--- config.mk ---
export PLATFORM = sky130hd
export DESIGN_NAME = tdm_mux_nto1
export DESIGN_NICKNAME = d
export VERILOG_FILES = /design/src/rtl/tdm_mux_pkg.sv /design/src/rtl/tdm_mux_next_chan.sv /design/src/rtl/tdm_mux_nto1.sv
export SDC_FILE = /design/constraint.sdc
export NUM_CORES = 1
export LEC_CHECK = 0
export ABC_CLOCK_PERIOD_IN_PS = 2200
export CAP_MARGIN = 20
export CORE_UTILIZATION = 43
export CTS_CLUSTER_SIZE = 28
export DETAILED_ROUTE_END_ITERATION = 7
export PLACE_DENSITY = 0.85
export SETUP_SLACK_MARGIN = 0.05
export SYNTH_ARGS = -nofsm -noshare
export SYNTH_HDL_FRONTEND = slang
export SYNTH_SLANG_ARGS = --single-unit
--- constraint.sdc ---
create_clock -name clk -period 2.2 [get_ports clk]
set_input_delay 0.33 -clock clk [delete_from_list [all_inputs] [get_ports clk]]
set_output_delay 0.33 -clock clk [all_outputs]
set_load 0.01 [all_outputs]
--- src/rtl/tdm_mux_pkg.sv ---
// Shared definitions for the N:1 time-division multiplexer: select-width helper
// and mode encoding.
package tdm_mux_pkg;

  localparam logic MODE_MANUAL = 1'b0;
  localparam logic MODE_AUTO   = 1'b1;

  // Channel-index width; a 1-bit index is kept even for degenerate N.
  function automatic int sel_width(input int n);
    return (n > 1) ? $clog2(n) : 1;
  endfunction

endpackage

--- src/rtl/tdm_mux_next_chan.sv ---
// Combinational circular search for the first enabled channel at or after ptr.
// With an all-ones mask this reduces to picked = ptr, found = 1.
module tdm_mux_next_chan #(
  parameter int N    = 4,
  parameter int SELW = 2
) (
  input  logic [SELW-1:0] ptr,
  input  logic [N-1:0]    mask,
  output logic [SELW-1:0] picked,
  output logic            found
);

  localparam logic [SELW:0] N_EXT = (SELW+1)'(N);

  logic [SELW-1:0] cand [N];
  logic [N-1:0]    hit;

  genvar gi;
  generate
    for (gi = 0; gi < N; gi++) begin : g_cand
      logic [SELW:0] raw_sum;
      // ptr is always < N, so a single subtraction wraps the offset.
      assign raw_sum   = {1'b0, ptr} + (SELW+1)'(gi);
      assign cand[gi]  = (raw_sum >= N_EXT) ? SELW'(raw_sum - N_EXT) : raw_sum[SELW-1:0];
      assign hit[gi]   = mask[cand[gi]];
    end
  endgenerate

  // Walk offsets from far to near so the nearest enabled channel wins.
  always_comb begin
    picked = '0;
    found  = 1'b0;
    for (int i = N - 1; i >= 0; i--) begin
      if (hit[i]) begin
        picked = cand[i];
        found  = 1'b1;
      end
    end
  end

endmodule

--- src/rtl/tdm_mux_nto1.sv ---
// N:1 multiplexer with registered valid/ready output, manual or round-robin scan.
// Optional per-channel enable mask when TDM_MUX_CHAN_MASK_EN is defined.
module tdm_mux_nto1
  import tdm_mux_pkg::*;
#(
  parameter int N     = 4,
  parameter int WIDTH = 8,
  parameter int SELW  = sel_width(N)
) (
  input  logic               clk,
  input  logic               rst,
  input  logic [N*WIDTH-1:0] in_data,
  input  logic [SELW-1:0]    sel,
  input  logic               auto_en,
  output logic [WIDTH-1:0]   out_data,
  output logic [SELW-1:0]    out_chan,
  output logic               out_valid,
  input  logic               out_ready,
`ifdef TDM_MUX_CHAN_MASK_EN
  input  logic [N-1:0]       chan_mask,
`endif
  output logic               sel_err
);

  localparam int              NPOW = 1 << SELW;
  localparam logic [SELW-1:0] LAST = SELW'(N - 1);

  logic [WIDTH-1:0] out_data_reg;
  logic [SELW-1:0]  out_chan_reg;
  logic             out_valid_reg;
  logic             sel_err_reg;
  logic [SELW-1:0]  ptr_reg;

  logic [SELW-1:0]  ptr_next;
  logic [WIDTH-1:0] data_next;
  logic [SELW-1:0]  pick_chan;
  logic             pick_ok;
  logic             have_sample;
  logic             load;

  logic [N-1:0]     mask_eff;
  logic [NPOW-1:0]  mask_ext;
  logic [WIDTH-1:0] chan_data [NPOW];
  logic [SELW-1:0]  picked;
  logic             found;

`ifdef TDM_MUX_CHAN_MASK_EN
  assign mask_eff = chan_mask;
`else
  assign mask_eff = '1;
`endif

  // Pad the channel table to the full index range so out-of-range selects read as disabled/zero.
  genvar gi;
  generate
    for (gi = 0; gi < NPOW; gi++) begin : g_chan
      if (gi < N) begin : g_real
        assign chan_data[gi] = in_data[gi*WIDTH +: WIDTH];
        assign mask_ext[gi]  = mask_eff[gi];
      end else begin : g_pad
        assign chan_data[gi] = '0;
        assign mask_ext[gi]  = 1'b0;
      end
    end
  endgenerate

  tdm_mux_next_chan #(
    .N    (N),
    .SELW (SELW)
  ) u_next_chan (
    .ptr    (ptr_reg),
    .mask   (mask_eff),
    .picked (picked),
    .found  (found)
  );

  always_comb begin
    load = !out_valid_reg || out_ready;
    if (auto_en == MODE_AUTO) begin
      pick_chan   = picked;
      pick_ok     = found;
      have_sample = found;
      ptr_next    = (picked == LAST) ? '0 : picked + SELW'(1);
    end else begin
      pick_chan   = sel;
      pick_ok     = mask_ext[sel];
      have_sample = 1'b1;
      ptr_next    = ptr_reg;
    end
    data_next = pick_ok ? chan_data[pick_chan] : '0;
  end

  always_ff @(posedge clk) begin
    if (rst) begin
      out_data_reg  <= '0;
      out_chan_reg  <= '0;
      out_valid_reg <= 1'b0;
      sel_err_reg   <= 1'b0;
      ptr_reg       <= '0;
    end else if (load) begin
      if (have_sample) begin
        out_data_reg  <= data_next;
        out_chan_reg  <= pick_chan;
        out_valid_reg <= 1'b1;
        ptr_reg       <= ptr_next;
        if (!pick_ok) sel_err_reg <= 1'b1;
      end else begin
        // Nothing enabled to scan: drain the accepted sample and leave a bubble.
        out_valid_reg <= 1'b0;
      end
    end
  end

  assign out_data  = out_data_reg;
  assign out_chan  = out_chan_reg;
  assign out_valid = out_valid_reg;
  assign sel_err   = sel_err_reg;

endmodule

**After elaboration in Yosys (flattened, before gate mapping)**

Index checks and enable logic that the tools add are counted.
W data, S select, Z words.

- Flip-flop bits (word level): 14
- Bits of input ports: 38
- Output and inout bits: 12
- Word-level logic and storage cells: 62

- $add $sub $neg: 8
- Order comparisons: 10
- Equality and inequality tests: 1
- Mux-type cells: 31
- Bitwise gates (word level): 2
- Reductions and logical operators: 5

Operator list:

| cell | count |
|---|---|
| $mux W8 | 3 |
| $mux W2 | 10 |
| $bmux W8 S2 | 1 |
| $lt A2 B3 Y1 const B | 5 |
| $ge A3 B3 Y1 const B | 4 |
| $mux W1 | 12 |
| $bmux W1 S2 | 5 |
| $sub A2 B1 Y2 const B | 4 |
| $add A2 B2 Y3 const B | 2 |
| $reduce_and A3 Y1 | 2 |
| $add A2 B1 Y3 const B | 1 |
| $ge A2 B3 Y1 const B | 1 |
| $not A2 Y3 | 1 |
| $add A2 B1 Y2 const B | 1 |
| $eq A2 B2 Y1 const B | 1 |
| $reduce_and A2 Y1 | 1 |
| $logic_not A1 Y1 | 1 |
| $logic_or A1 B1 Y1 | 1 |
| $not A1 Y1 | 1 |

**Logic depth before layout (Yosys ltp)**

Gate-level depths: netlist of the first run.

- Depth after elaboration: 15
- Depth in mapped cells: 6
- Depth with buffers taken out: 4

**By module**

From an unflattened synthesis of the first run, not the netlist that was laid out.

- Cell total of the unflattened synthesis: 148
- Area total of the unflattened synthesis: 1147.4 µm²

Modules (own cells, without submodules):

| module | instances | cells an instance | area each (µm²) | seq. area each (µm²) |
|---|---|---|---|---|
| tdm_mux_nto1 | 1 | 135 | 1069.8 | 260.2 |
| tdm_mux_next_chan | 1 | 13 | 77.6 | 0.0 |

**Least setup slack after synthesis of the first run**

No wires, ideal clock.

- Kind: input to register
- From: in auto_en
- To: reg out_data_reg[4], in the netlist out_data[4]
- Setup time: 122 ps
- Data arrival time: 1136 ps
- Data required time: 2078 ps
- Path slack: 943 ps
- Stages: 6
- Path through: buf_6 or2_1 buf_4 o22ai_1 a22o_1 a21oi_1

- Word-level cells in the longest chain between the ends: 6
- Elaborated cells between the ends (all ways): 9
- Classes of those cells: mux (7); bitwise (1); reduce/logical (1)

Ends and longest elaborated chain:

| element | line | text |
|---|---|---|
| start, declared | tdm_mux_nto1.sv:14 | `input logic auto_en,` |
| $mux W2 | tdm_mux_nto1.sv:79 | `if (auto_en == MODE_AUTO) begin` |
| $not A2 Y3 (implied by the code) | tdm_mux_nto1.sv:90 | `data_next = pick_ok ? chan_data[pick_chan] : '0;` |
| $bmux W8 S2 | tdm_mux_nto1.sv:90 |  |
| $mux W8 (implied by the code) (2 in series) | tdm_mux_nto1.sv:90 |  |
| $mux W8 | tdm_mux_nto1.sv:90 |  |
| end signal, assigned | tdm_mux_nto1.sv:102 | `out_data_reg <= data_next;` |
| end, declared | tdm_mux_nto1.sv:28 | `logic [WIDTH-1:0] out_data_reg;` |

Parallel ways exist; a longest one is shown, timed or not. The select of a mux whose other input is x is not followed.
A chain may end at the register's enable or synchronous reset.

**Final worst setup path of the first run**

- From: in auto_en
- To: reg out_data_reg[5], in the netlist out_data[5]

Same word-level chain as after synthesis.

==> flow_metrics.tcl, run 1 <==
set metrics [dict create \
    synth_enable_flop_cells 0 \
    combinational_family_with_the_most_area_after_synthesis "simple AND/OR/NAND/NOR gates" \
    synthesis.instances 132 \
    dp_slack_ns 0.188 \
    die_h_um 50.6 \
    yosysSeqAreaShare_pct 25.6 \
    hold_buffers_post_cts 0 \
    timing.final.crit_share_pct 79.2 \
    yosysUniqueCellTypes 29 \
    setup_ws_ns 0.459 \
    count_of_filler_cells_inserted_in_the_layout 215 \
    max_slew_margin_pct 55.3 \
    diodes 0 \
    cts.sink_count 13 \
    cp_max_fo 9 \
    ctsRootBufferMaster "sky130_fd_sc_hd__clkbuf_4" \
    routed_wl_um 2760 \
    ff_to_ff_path_depth 4 \
    synth_commonest_cells "sky130_fd_sc_hd__nand2_1 (19), sky130_fd_sc_hd__and2_1 (16), sky130_fd_sc_hd__o22ai_1 (16)" \
    postSynthAreaPerCell_um2 7.70 \
    drive_gt1_share_pct 8.00 \
    post_synth_design_cell_area_mm2 0.00102 \
    largest_reg_flops 8 \
    via_count_of_the_first_global_routing_pass 1065 \
    fp-row-count 17 \
    grt_setup_unrepaired "no" \
    drtPass1Iterations 4 \
    synth-adder-area-share_pct 1.23 \
    post_cts_setup_inserts 0 \
    maxCapViolCount 0 \
    yosys-mux-area-fraction_pct 3.69 \
    synth_compound_gate_area_share_pct 27.2 \
    vdd_drop_max_mv 0.385 \
    syn_nets 171 \
    yosys_synthesis_warning_count 0 \
    ios 50 \
    cp_cell_sequence "clkdlybuf4s50_1, mux2i_4, nand2_1, a22o_1, a21oi_1" \
    ys.flop_type "sky130_fd_sc_hd__dfxtp_1" \
    areaGrowthSynthToFinish_pct 46.1 \
    setup_viol 0 \
    finalCriticalPeriod_ns 1.74 \
    cp_max_stage_delay_ns 0.71 \
    design_area_mm2 0.00148 \
    yosys.area.top_type "sky130_fd_sc_hd__dfxtp_1" \
    maximum_level_of_the_cts_h_tree 1 \
    timing_worst_slew_pin_value_ns 0.669 \
    final_antenna_net_count 0 \
    cts_tree "done" \
    post-dp-hpwl_um 2160 \
    timing.hold.worst_path_depth 2 \
    postCtsResizedCells 0 \
    cpMaxStageDelayCell "sky130_fd_sc_hd__clkdlybuf4s50_1" \
    post-synth-top-area-fraction_pct 25.6 \
    synth_async_sr_flop_share_pct 0 \
    cts.clk_slew.worst_paths_ns 0.08 \
    post_drt_wl_per_cell_um 13.6 \
    grt_antenna_before_repair 0 \
    gp_congestion 0.879 \
    startpoint_type "primary input" \
    worst_ep_arrival_time_ns 1.94 \
    insertion_delay_ns 0.27 \
    synth-xor-area-share_pct 0 \
    initial_core_util_pct 45.9 \
    nNetsFinal 215 \
    synthMostInstantiatedCell "sky130_fd_sc_hd__nand2_1" \
    report.final.slew_viol_count 0 \
    full_die_area_mm2 0.00256 \
    run_status "complete, no violations" \
    clockBufferDepth 2 \
    detailroute.via_count 1092 \
    worst_setup_end_kind "register" \
    grt_max_degree 22 \
    placeableCoreArea_mm2 0.00221 \
    cts-buffers-inserted 3 \
    grt_first_pass_wirelength_um 4540 \
    grt_overflow_total 0 \
    final_hold_fails 0 \
    track_usage_pct 23.5 \
    port_buffers 48 \
    cell_area_power_density_mw_per_mm2 457 \
    synth_simple_gate_area_share_pct 33.5 \
    timing_worst_setup_path_type "in -> reg" \
    classification_of_the_worst_slack_hold_path "reg -> reg" \
    seq_cells_post_synth 13 \
    detail_route.iter0.violations 33 \
    fp.dieW_um 50.6 \
    detail_route.vias_per_cell 5.38 \
    fmax_ghz 0.574 \
    yosys-top-cells-area "sky130_fd_sc_hd__dfxtp_1 (26%), sky130_fd_sc_hd__and2_1 (9.9%), sky130_fd_sc_hd__o22ai_1 (9.9%)" \
    power.static_leakage_nw 0.588 \
    route.detailed.drc 0 \
    final.setup_skew_ns 0.00374 \
    post_dp_cell_area_mm2 0.00146 \
    required_ns 2.40 \
    setup_total_negative_slack_ns 0 \
]
## worst max-delay path, delay by kind of cell
family	cells	cell delay [ns]
AOI/OAI and AO/OA	2	0.37
buffers and inverters	1	0.71
and+or+nand+nor	1	0.10
muxes	1	0.43
## placed cells by master (no fill, tap or decap), types with 2 or more instances in the layout
master	instances
sky130_fd_sc_hd__dfxtp_1	13
sky130_fd_sc_hd__a21oi_1	10
sky130_fd_sc_hd__nand2b_1	2
sky130_fd_sc_hd__nand2_1	19
sky130_fd_sc_hd__o22ai_1	16
sky130_fd_sc_hd__a22o_1	8
sky130_fd_sc_hd__o21ai_0	8
sky130_fd_sc_hd__nor2_1	2
sky130_fd_sc_hd__nor2b_1	9
sky130_fd_sc_hd__clkbuf_4	3
sky130_fd_sc_hd__clkdlybuf4s50_1	48
sky130_fd_sc_hd__and2b_2	6
sky130_fd_sc_hd__and2_1	16
## where the power goes
| part | leakage, nW | switching [mW] | internal [mW] | total [mW] |
|---|---|---|---|---|
| Sequential | 0.108 | 0.0191 | 0.257 | 0.276 |
| Clock | 0.0150 | 0.0737 | 0.0702 | 0.144 |
| Combinational | 0.465 | 0.102 | 0.156 | 0.258 |
## cell families after synthesis
group,count (synthesis)
other cells,1
buf+inv,11
flops,13
fa+ha+maj,1
mux,2
compound gates,44
simple gates,60
## final cells by class
type | instances | area (µm²) | share of cell area (%)
Tap cell | 28 | 35.0 | 2.36
Sequential cell | 13 | 260 | 17.5
Clock buffer | 4 | 26.3 | 1.77
Timing Repair Buffer | 49 | 488 | 32.9
Inverter | 1 | 3.75 | 0.253
Multi-Input combinational cell | 108 | 671 | 45.2
## stage by stage
step                      power (mW)  util, %  hold WS, ns  cells
after floorplan                0.416        -        0.399    132
after global placement         0.532     65.9        0.489    199
after detailed placement       0.537     65.9        0.502    199
after CTS                      0.681     67.1        0.513    203
after global routing           0.720     67.1        0.547    203
final                          0.678     67.1        0.508    203
## layer usage
layer,track usage [%],share of wire (%)
met1,26.9,42
met2,42.9,51
met3,6.36,6.3
met4,5.56,1.2
met5,0,0
## final timing paths
kind               startpoint     endpoint  slack (ns)
setup / recovery      auto_en  out_data[5]        0.46
hold / removal    out_chan[1]  out_chan[1]        0.51
setup reg to reg   ptr_reg[0]  out_data[1]        0.59
hold reg to reg   out_chan[1]  out_chan[1]        0.51
No activity file was read; power rests on OpenSTA's default activity.
==> inputs of run 2 (changes only) <==
--- a/config.mk
+++ b/config.mk
@@ -5,12 +5,12 @@
 export SDC_FILE = /design/constraint.sdc
 export NUM_CORES = 1
 export LEC_CHECK = 0
-export ABC_CLOCK_PERIOD_IN_PS = 2200
+export ABC_CLOCK_PERIOD_IN_PS = 1500
 export CAP_MARGIN = 20
-export CORE_UTILIZATION = 43
+export CORE_UTILIZATION = 36
 export CTS_CLUSTER_SIZE = 28
 export DETAILED_ROUTE_END_ITERATION = 7
-export PLACE_DENSITY = 0.85
+export PLACE_DENSITY = 0.76
 export SETUP_SLACK_MARGIN = 0.05
 export SYNTH_ARGS = -nofsm -noshare
 export SYNTH_HDL_FRONTEND = slang
==> constraint.sdc (replaced) <==
create_clock -name clk -period 1.5 [get_ports clk]
set_input_delay 0.225 -clock clk [delete_from_list [all_inputs] [get_ports clk]]
set_output_delay 0.225 -clock clk [all_outputs]
set_load 0.01 [all_outputs]
==> flow_metrics.tcl, run 2 (synthesis gave the netlist of run 1 again) <==
set metrics [dict create \
    run_status "complete, no violations" \
    postCtsResizedCells 3 \
    regToRegStartpoint "ptr_reg[0]" \
    most_frequent_cells_in_the_layout "sky130_fd_sc_hd__clkdlybuf4s50_1 (47), sky130_fd_sc_hd__nand2_1 (19), sky130_fd_sc_hd__o22ai_1 (16), sky130_fd_sc_hd__and2_1 (16), sky130_fd_sc_hd__dfxtp_1 (12)" \
    power.static_leakage_nw 0.623 \
    routed_wl_um 3040 \
    cp_max_fo 2 \
    areaGrowthSynthToFinish_pct 52.0 \
    final.setup_skew_ns 0.00145 \
    fp.dieW_um 55.1 \
    placeableCoreArea_mm2 0.00257 \
    clockBufferDepth 2 \
    required_ns 1.27 \
    setup_viol 0 \
    worst_r2r_endpoint "out_data[0]" \
    diodes 0 \
    insertion_delay_ns 0.27 \
    ctsRootBufferMaster "sky130_fd_sc_hd__clkbuf_4" \
    maximum_level_of_the_cts_h_tree 1 \
    die_h_um 55.1 \
    grt_antenna_before_repair 0 \
    hold-path-endpoint "out_chan[1]" \
    sequential_cell_area_um2 262 \
    final_hold_fails 0 \
    hold_buffers_post_cts 0 \
    final_common_cell "sky130_fd_sc_hd__clkdlybuf4s50_1" \
    finalCriticalPeriod_ns 1.39 \
    initial_core_util_pct 39.6 \
    vdd_drop_max_mv 0.482 \
    full_die_area_mm2 0.00304 \
    design_area_mm2 0.00154 \
    detailroute.via_count 1108 \
    setup.reg_to_reg.worst_slack_ns 0.21 \
    cts-buffers-inserted 3 \
    cpMaxStageDelayCell "sky130_fd_sc_hd__clkdlybuf4s50_1" \
    detail_route.vias_per_cell 5.23 \
    nNetsFinal 222 \
    grt_overflow_total 0 \
    detail_route.iter0.violations 16 \
    worst_setup_end_kind "output port" \
    drive_gt1_share_pct 13.2 \
    gp_congestion 0.915 \
    grt_max_degree 14 \
    startpoint_type "register" \
    ios 50 \
    critical-path-top-delay-family "buffers and inverters" \
    post-route-util_pct 60.1 \
    maxCapViolCount 0 \
    ff_to_ff_path_depth 5 \
    largest_reg_flops 8 \
    post-dp-hpwl_um 2460 \
    route.detailed.drc 0 \
    cts_tree "done" \
    cts.sink_count 13 \
    timing.hold.worst_path_depth 2 \
    report.final.slew_viol_count 0 \
    critical_path.n_buffers_inverters 1 \
    setup_ws_ns 0.106 \
    via_count_of_the_first_global_routing_pass 1064 \
    fmax_ghz 0.717 \
    count_of_filler_cells_inserted_in_the_layout 232 \
    dp_slack_ns -0.299 \
    cts.clk_slew.worst_paths_ns 0.08 \
    fp-row-count 18 \
    post_cts_setup_inserts 0 \
    port_buffers 48 \
    track_usage_pct 22.3 \
    final_antenna_net_count 0 \
    post_drt_wl_per_cell_um 14.3 \
    hold_path.startpoint "out_chan[1]" \
    path_depth 1 \
    cp_max_stage_delay_ns 0.55 \
    post_dp_cell_area_mm2 0.00151 \
    cp_cell_sequence "clkdlybuf4s50_1" \
    multi_input_area_um2 676 \
    timing.final.crit_share_pct 92.9 \
    cell_area_power_density_mw_per_mm2 660 \
    worst_ep_arrival_time_ns 1.17 \
    timing_worst_setup_path_type "reg -> out" \
    grt_first_pass_wirelength_um 4640 \
    classification_of_the_worst_slack_hold_path "reg -> reg" \
    grt_setup_unrepaired "no" \
    drtPass1Iterations 4 \
]
-- run 2: worst max path at each step --
stage	slack (ns)	startpoint	to
after floorplan	0.33	ptr_reg[0]	out_data[0]
after global placement	-0.27	auto_en	out_data[7]
after detailed placement	-0.30	auto_en	out_data[7]
after CTS	0.04	ptr_reg[0]	out_data[7]
after global routing	0.05	out_data[7]	out_data[7]
final	0.11	out_data[5]	out_data[5]
-- run 2: per-layer routing --
| layer | vias up | part of all wire [%] | wire length, µm | GRT usage (%) |
|---|---|---|---|---|
| met3 | 2 | 5.7 | 172 | 5.46 |
| li1 | 563 | - | - | - |
| met2 | 44 | 50 | 1520 | 39.0 |
| met5 | - | 0 | 0 | 0 |
| met1 | 499 | 44 | 1320 | 27.1 |
| met4 | 0 | 0.69 | 21 | 5.42 |
-- run 2: layout make-up --
class	instances	area share, %
Sequential cell	13	16.9
Timing Repair Buffer	56	34.9
Multi-Input combinational cell	108	43.8
Inverter	1	0.243
Clock buffer	4	1.70
Tap cell	30	2.43
-- run 2: worst min-delay path, cell delays in order, from the launching register on --
cell                       delay [ns]
sky130_fd_sc_hd__dfxtp_1         0.32
sky130_fd_sc_hd__nor2_1          0.10
sky130_fd_sc_hd__a311oi_1        0.05
-- run 2: stage by stage --
stage	TNS, ns	cells	total power [mW]	hold slack [ns]
after floorplan	0	132	0.610	0.294
after global placement	-2.14	208	0.804	0.485
after detailed placement	-2.32	208	0.809	0.504
after CTS	0	212	1.03	0.517
after global routing	0	212	1.08	0.533
final	0	212	1.02	0.514
-- run 2: where the power goes --
group,switching (mW),internal (mW),total [mW]
logic,0.161,0.241,0.402
clock network,0.114,0.103,0.216
registers,0.0233,0.377,0.401
